`config.mk`:
```
export PLATFORM = sky130hd
export DESIGN_NAME = seq_fetch_flat
export DESIGN_NICKNAME = d
export VERILOG_FILES = /design/src/rtl/seq_fetch_pkg.sv /design/src/rtl/seq_fetch_if.sv /design/src/rtl/seq_fetch_mem.sv /design/src/rtl/seq_fetch.sv /design/src/flat_wrapper.sv
export SDC_FILE = /design/constraint.sdc
export NUM_CORES = 2
export LEC_CHECK = 0
export BUFFER_PORTS_ARGS = -buffer_cell sky130_fd_sc_hd__buf_4
export CAP_MARGIN = 20
export CORE_MARGIN = 2
export CORE_UTILIZATION = 53
export CTS_CLUSTER_DIAMETER = 60
export DETAILED_ROUTE_END_ITERATION = 10
export PLACE_DENSITY_LB_ADDON = 0.08
export SLEW_MARGIN = 15
export SYNTH_ARGS = -nofsm -noshare
export SYNTH_HDL_FRONTEND = slang
export SYNTH_SLANG_ARGS = --single-unit
```
`constraint.sdc`:
```
create_clock -name clock -period 7.7 [get_ports clock]
set_input_delay 0.385 -clock clock [delete_from_list [all_inputs] [get_ports clock]]
set_output_delay 0.385 -clock clock [all_outputs]
set_load 0.1 [all_outputs]
```
`src/rtl/seq_fetch_pkg.sv`:
```
// Shared constants for the fetch stage and the 12-bit sequencer:
// state encodings, special instruction words and opcode values.
package seq_pkg;

  localparam logic [2:0] ST_LOAD  = 3'd0;
  localparam logic [2:0] ST_IDLE  = 3'd1;
  localparam logic [2:0] ST_FETCH = 3'd2;
  localparam logic [2:0] ST_ISSUE = 3'd3;
  localparam logic [2:0] ST_HALT  = 3'd4;

  localparam logic [11:0] SEQ_WORD_HALT = 12'hFFF;
  localparam logic [11:0] SEQ_WORD_NOP  = 12'h000;

  // Upper nibble of an instruction word selects the sequencer operation.
  typedef enum logic [3:0] {
    OP_NOP  = 4'h0,
    OP_LOAD = 4'h1,
    OP_ADD  = 4'h2,
    OP_JMP  = 4'h3,
    OP_JZ   = 4'h4,
    OP_OUT  = 4'h5,
    OP_HALT = 4'hF
  } seq_op_e;

  function automatic logic is_halt(input logic [11:0] word);
    return word == SEQ_WORD_HALT;
  endfunction

endpackage

```
`src/rtl/seq_fetch_if.sv`:
```
// Program-load stream and sequencer fetch bus of the fetch stage.
// The slave modport is the fetch stage; the master is the loader/sequencer side.
interface seq_fetch_if;

  logic [11:0] prog_data;
  logic        prog_valid;
  logic        prog_last;
  logic        prog_ready;
  logic [7:0]  next;
  logic [11:0] inst;
  logic        inst_en;

  modport master (
    output prog_data, prog_valid, prog_last, next,
    input  prog_ready, inst, inst_en
  );

  modport slave (
    input  prog_data, prog_valid, prog_last, next,
    output prog_ready, inst, inst_en
  );

endinterface

```
`src/rtl/seq_fetch_mem.sv`:
```
// DEPTH x 12 single-port program RAM, synchronous write and synchronous read.
// No reset: contents and read register power up undefined.
module seq_fetch_mem
  import seq_pkg::*;
#(
  parameter int DEPTH = 256
) (
  input  logic        clock,
  input  logic        we,
  input  logic        re,
  input  logic [7:0]  addr,
  input  logic [11:0] wdata,
  output logic [11:0] rdata
);

  localparam int ADDR_W = (DEPTH > 1) ? $clog2(DEPTH) : 1;

  logic [11:0]       mem [DEPTH];
  logic [ADDR_W-1:0] idx;

  // Addresses beyond DEPTH alias here; the caller masks those reads to NOP.
  assign idx = addr[ADDR_W-1:0];

  always_ff @(posedge clock) begin
    if (we) begin
      mem[idx] <= wdata;
    end
    if (re) begin
      rdata <= mem[idx];
    end
  end

endmodule

```
`src/rtl/seq_fetch.sv`:
```
// Instruction fetch stage: loads program memory over a valid/ready stream,
// then fetches/issues one word every two cycles until a HALT word.
// Optional single-step input enabled by defining SEQ_FETCH_STEP_EN.
module seq_fetch
  import seq_pkg::*;
#(
  parameter int DEPTH = 256
) (
  input  logic        clock,
  input  logic        reset,
  seq_fetch_if.slave  bus,
  input  logic        reload,
  input  logic        run,
`ifdef SEQ_FETCH_STEP_EN
  input  logic        step,
`endif
  output logic [8:0]  count,
  output logic        loaded,
  output logic        halted
);

  localparam logic [8:0] LAST_ADDR = 9'(DEPTH - 1);

  logic [2:0]  state;
  logic        in_range_q;
  logic        start;
  logic        mem_we;
  logic        mem_re;
  logic [7:0]  mem_addr;
  logic [11:0] rd_data;

`ifdef SEQ_FETCH_STEP_EN
  assign start = run | step;
`else
  assign start = run;
`endif

  // Writes only happen in Load and reads only in Fetch, so one port suffices.
  assign mem_we   = (state == ST_LOAD) && bus.prog_valid;
  assign mem_re   = (state == ST_FETCH);
  assign mem_addr = mem_we ? count[7:0] : bus.next;

  seq_fetch_mem #(.DEPTH(DEPTH)) u_mem (
    .clock (clock),
    .we    (mem_we),
    .re    (mem_re),
    .addr  (mem_addr),
    .wdata (bus.prog_data),
    .rdata (rd_data)
  );

  // The range flag is registered alongside the RAM read; it also forces inst
  // to NOP out of reset, since the RAM read register has no reset.
  assign bus.inst       = in_range_q ? rd_data : SEQ_WORD_NOP;
  assign bus.inst_en    = (state == ST_ISSUE) && !is_halt(bus.inst);
  assign bus.prog_ready = (state == ST_LOAD);
  assign halted         = (state == ST_HALT);

  always_ff @(posedge clock or posedge reset) begin
    if (reset) begin
      state      <= ST_LOAD;
      count      <= '0;
      loaded     <= 1'b0;
      in_range_q <= 1'b0;
    end else begin
      case (state)
        ST_LOAD: begin
          if (bus.prog_valid) begin
            count <= count + 9'd1;
            if (bus.prog_last || (count == LAST_ADDR)) begin
              state  <= ST_IDLE;
              loaded <= 1'b1;
            end
          end
        end
        ST_IDLE: begin
          if (reload) begin
            state  <= ST_LOAD;
            count  <= '0;
            loaded <= 1'b0;
          end else if (start) begin
            state <= ST_FETCH;
          end
        end
        ST_FETCH: begin
          in_range_q <= ({1'b0, bus.next} < count);
          state      <= ST_ISSUE;
        end
        ST_ISSUE: begin
          if (is_halt(bus.inst)) begin
            state <= ST_HALT;
          end else if (run) begin
            state <= ST_FETCH;
          end else begin
            state <= ST_IDLE;
          end
        end
        ST_HALT: begin
          if (reload) begin
            state  <= ST_LOAD;
            count  <= '0;
            loaded <= 1'b0;
          end
        end
        default: state <= ST_LOAD;
      endcase
    end
  end

endmodule

```
`src/flat_wrapper.sv`:
```
// flat-port wrapper written by rule: the top's interface ports become plain ports
module seq_fetch_flat import seq_pkg::*;
#(
  parameter int DEPTH = 256
)
  (clock, reset, reload, run, count, loaded, halted, bus_prog_data, bus_prog_valid, bus_prog_last, bus_next, bus_prog_ready, bus_inst, bus_inst_en);
  seq_fetch_if bus_i ();
  input  logic clock;
  input  logic reset;
  input  logic reload;
  input  logic run;
  output logic [8:0] count;
  output logic loaded;
  output logic halted;
  input wire logic [$bits(bus_i.prog_data)-1:0] bus_prog_data;
  input wire logic [$bits(bus_i.prog_valid)-1:0] bus_prog_valid;
  input wire logic [$bits(bus_i.prog_last)-1:0] bus_prog_last;
  input wire logic [$bits(bus_i.next)-1:0] bus_next;
  output wire logic [$bits(bus_i.prog_ready)-1:0] bus_prog_ready;
  output wire logic [$bits(bus_i.inst)-1:0] bus_inst;
  output wire logic [$bits(bus_i.inst_en)-1:0] bus_inst_en;
  assign bus_i.prog_data = bus_prog_data;
  assign bus_i.prog_valid = bus_prog_valid;
  assign bus_i.prog_last = bus_prog_last;
  assign bus_i.next = bus_next;
  assign bus_prog_ready = bus_i.prog_ready;
  assign bus_inst = bus_i.inst;
  assign bus_inst_en = bus_i.inst_en;
  seq_fetch #(.DEPTH(DEPTH)) u_core (.clock(clock), .reset(reset), .bus(bus_i), .reload(reload), .run(run), .count(count), .loaded(loaded), .halted(halted));
endmodule
```
==> run summary <==
result of the run: finished clean
P_leak: 45.3 nW
CP max stage delay: 0.86 ns
sequential fraction of the synthesis area: 76.4%
Clk pwr share: 35.9%
grt ovf: 0
FMAX: 176 MHz
EDFF count, synth: 3084
hold_sp: bus_prog_data[8]
Final Wtd Congestion: 0.887
CTS Buf Count: 334
Final Hold Fails: 0
CTS max path bufs: 4
Slew Viols, Final: 0
crit path max fanout: 66
Max transition margin: 19.2%
Die Span X: 483 microns
Starting Density: 53.4%
net switching power figure: 12.5 mW
Post-Route WL: 356000 microns
Syn Std Cell Area: 122000 sq um
maximum VDD drop: 242 uV
largest net degree at the start of global routing: 165
ys async rst share: 0.452%
CTS sink cnt: 3098
post-route minimum period: 5.69 ns
Yosys cell types: 54
share of the synthesized area in the top cell type: 76.1%
most frequent CP cell: buf_4
Syn Nets: 8628
via count: 75300
Setup Fix Bufs, Post-CTS: 0
CP startpoint: u_core.state[0]
initial antenna violation count: 17
#FFs+latches synth: 3098
crit path DAT: 6.32 ns
Antenna Nets Post-Route: 0
Max Cap Viol: 0
GRT Util Overall: 30.0%
Net Sw Frac: 29.7%
Final Cycle Share: 73.9%
critical path's slowest cell: nor4_2
Synth Flop Type: edfxtp_1
DIE AREA: 233000 sq um
drt wl/cell: 29.5 microns
dominant cell type by area after synthesis: edfxtp_1
Die Ht: 483 microns
Sequential Power Share: 44.6%
Nets: 8847
critical path required time: 8.34 ns
Mean Syn Cell Area: 14.2 sq um
Worst-Margin Slew: 1.21 ns
kind of critical path: flip-flop to flip-flop
P_int: 29.5 mW
pre-CTS setup slack: 2.03 ns
FF-to-FF Start: u_core.state[0]
Fin Setup TNS: 0 ns
Clock H-tree levels: 5
critical path capture point type: flip-flop
Hold WS: 0.0127 ns
via density per instance: 6.25
share of layout cells above drive strength 1: 11.3%
vias in the first global route: 70600
CP startpoint kind: flip-flop
first-pass GRT wire length: 510000 microns
FP Rows: 175
TritonCTS clock tree: done
unrepaired setup endpoints after global routing: false
Post-Layout Cell Count: 12100
hpwl dp: 208000 microns
Mapped Cells: 8593
Ports: 51
clk slew on worst S/H paths: 0.06 ns
Ys Warns: 0
most frequent cells in the layout: edfxtp_1 (3084), nand2_1 (2350), nand3_1 (890)
critical path cell sequence: or4b_1 -> buf_4 -> mux2_8 -> nor2_4 -> buf_4 -> buf_4 -> nand3_1 -> o2111ai_1 -> nand4_1 -> nor4_2 -> nand4_1
combinational share of power: 19.5%
Clock Tree Root: clkbuf_16
Post-route DRC: 0
PostCTS Resize Cnt: 0
port buffer count: 50
Cell Count Post-Placement: 11400
Synth area leaders: edfxtp_1 (76%), nand2_1 (7.3%), nand3_1 (3.7%), mux2i_1 (1.8%), mux4_2 (1.4%)
min setup slack post-route: 2.01 ns
Setup Viol. Count Final: 0
initial DRC count: 10300
HP Class: primary input to flip-flop
later-pin clock latency in the skew report: 0.93 ns
core region area: 228000 sq um
Clock Skew: 0.0505 ns
PD cells: 307 nW/um^2
P&R area growth vs syn: 12.5%
most common cell after layout, fill and taps aside: edfxtp_1
Pre-antenna DRT Iters: 7
## logic make-up (layout without fill, tap and decap cells)
| group | after synthesis | count (layout) | synth area share [%] |
|---|---|---|---|
| AOI/OAI and AO/OA | 697 | 697 | 4.09 |
| xor gates and xnor gates | 5 | 5 | 0.0360 |
| adders and majority gates | 9 | 9 | 0.0926 |
| buffers and inverters | 566 | 1010 | 2.37 |
| DFF | 3098 | 3098 | 76.4 |
| muxes | 306 | 306 | 3.31 |
| other | 0 | 7 | 0 |
| and+or+nand+nor | 3912 | 3912 | 13.7 |
## final cells by class
| class | instances | area [sq um] |
|---|---|---|
| Sequential cell | 3098 | 93000 |
| Fill cell | 17400 | 90800 |
| Multi-Input combinational cell | 4929 | 26200 |
| Clock buffer | 419 | 8840 |
| Timing Repair Buffer | 436 | 3850 |
| Tap cell | 3009 | 3760 |
| Clock inverter | 142 | 1220 |
| Inverter | 13 | 48.8 |
| Antenna cell | 7 | 17.5 |
## synthesized netlist by cell type, types with 31 or more instances
cell       number
nor2_1        327
mux4_2         73
a21oi_1       100
a32oi_1       142
mux2i_1       213
nand4_1       220
clkbuf_1      173
o21ai_0        31
nand2_1      2354
buf_2         281
a31oi_1       208
edfxtp_1     3084
buf_4          59
o2111ai_1      47
nand3_1       890
## critical path: cells and delay by family (launching register included)
| family | cells | cell delay, ns |
|---|---|---|
| buf+inv | 3 | 1.19 |
| compound gates | 1 | 0.20 |
| mux | 1 | 0.61 |
| simple gates | 6 | 2.81 |
| flops | 1 | 0.49 |
## final timing paths
check	endpoint	slack (ns)	cells past startpoint
setup reg to reg	u_core.u_mem.rdata[6]	2.01	11
max in group asynchronous	u_core.count[5]	7.23	3
setup / recovery	u_core.u_mem.rdata[6]	2.01	11
min in group asynchronous	u_core.loaded	0.09	3
hold reg to reg	u_core.loaded	0.59	2
hold / removal	u_core.u_mem.mem[178][8]	0.01	1
## metal layers
layer	up-vias	routed length, microns	GRT usage (%)
met5	-	69	0
met4	10	15400	11.4
met3	651	32700	5.38
met2	3817	164000	45.8
met1	38200	144000	43.2
li1	32600	-	-
## metrics by stage
stage	util, %	area, sq um	power, mW
after detailed placement	55.5	126000	27.2
after global placement	55.3	126000	27.1
after floorplan	-	122000	24.2
final	60.1	137000	42.0
after CTS	60.0	137000	42.1
after global routing	60.1	137000	43.2
## power groups by stage
stage,Combinational (mW),Clock [mW],Sequential (mW)
finish,8.17,15.1,18.7
global route,8.66,15.9,18.7
CTS,8.11,15.2,18.7
detailed placement,8.07,0,19.1
global placement,7.96,0,19.1
floorplan,5.07,0,19.1
## flip-flops by register name (all words and copies together) (netlist names)
register,flops
u_core.count,9
u_core.in_range_q,1
u_core.loaded,1
u_core.state,3
u_core.u_mem.mem,3072
u_core.u_mem.rdata,12
## what timing repair did
| action | in CTS | in global routing |
|---|---|---|
| hold endpoints to repair | 333 | 0 |
| hold buffers | 18 | 0 |
| setup endpoints to repair | 0 | 0 |
No activity file was read; power rests on OpenSTA's default activity.
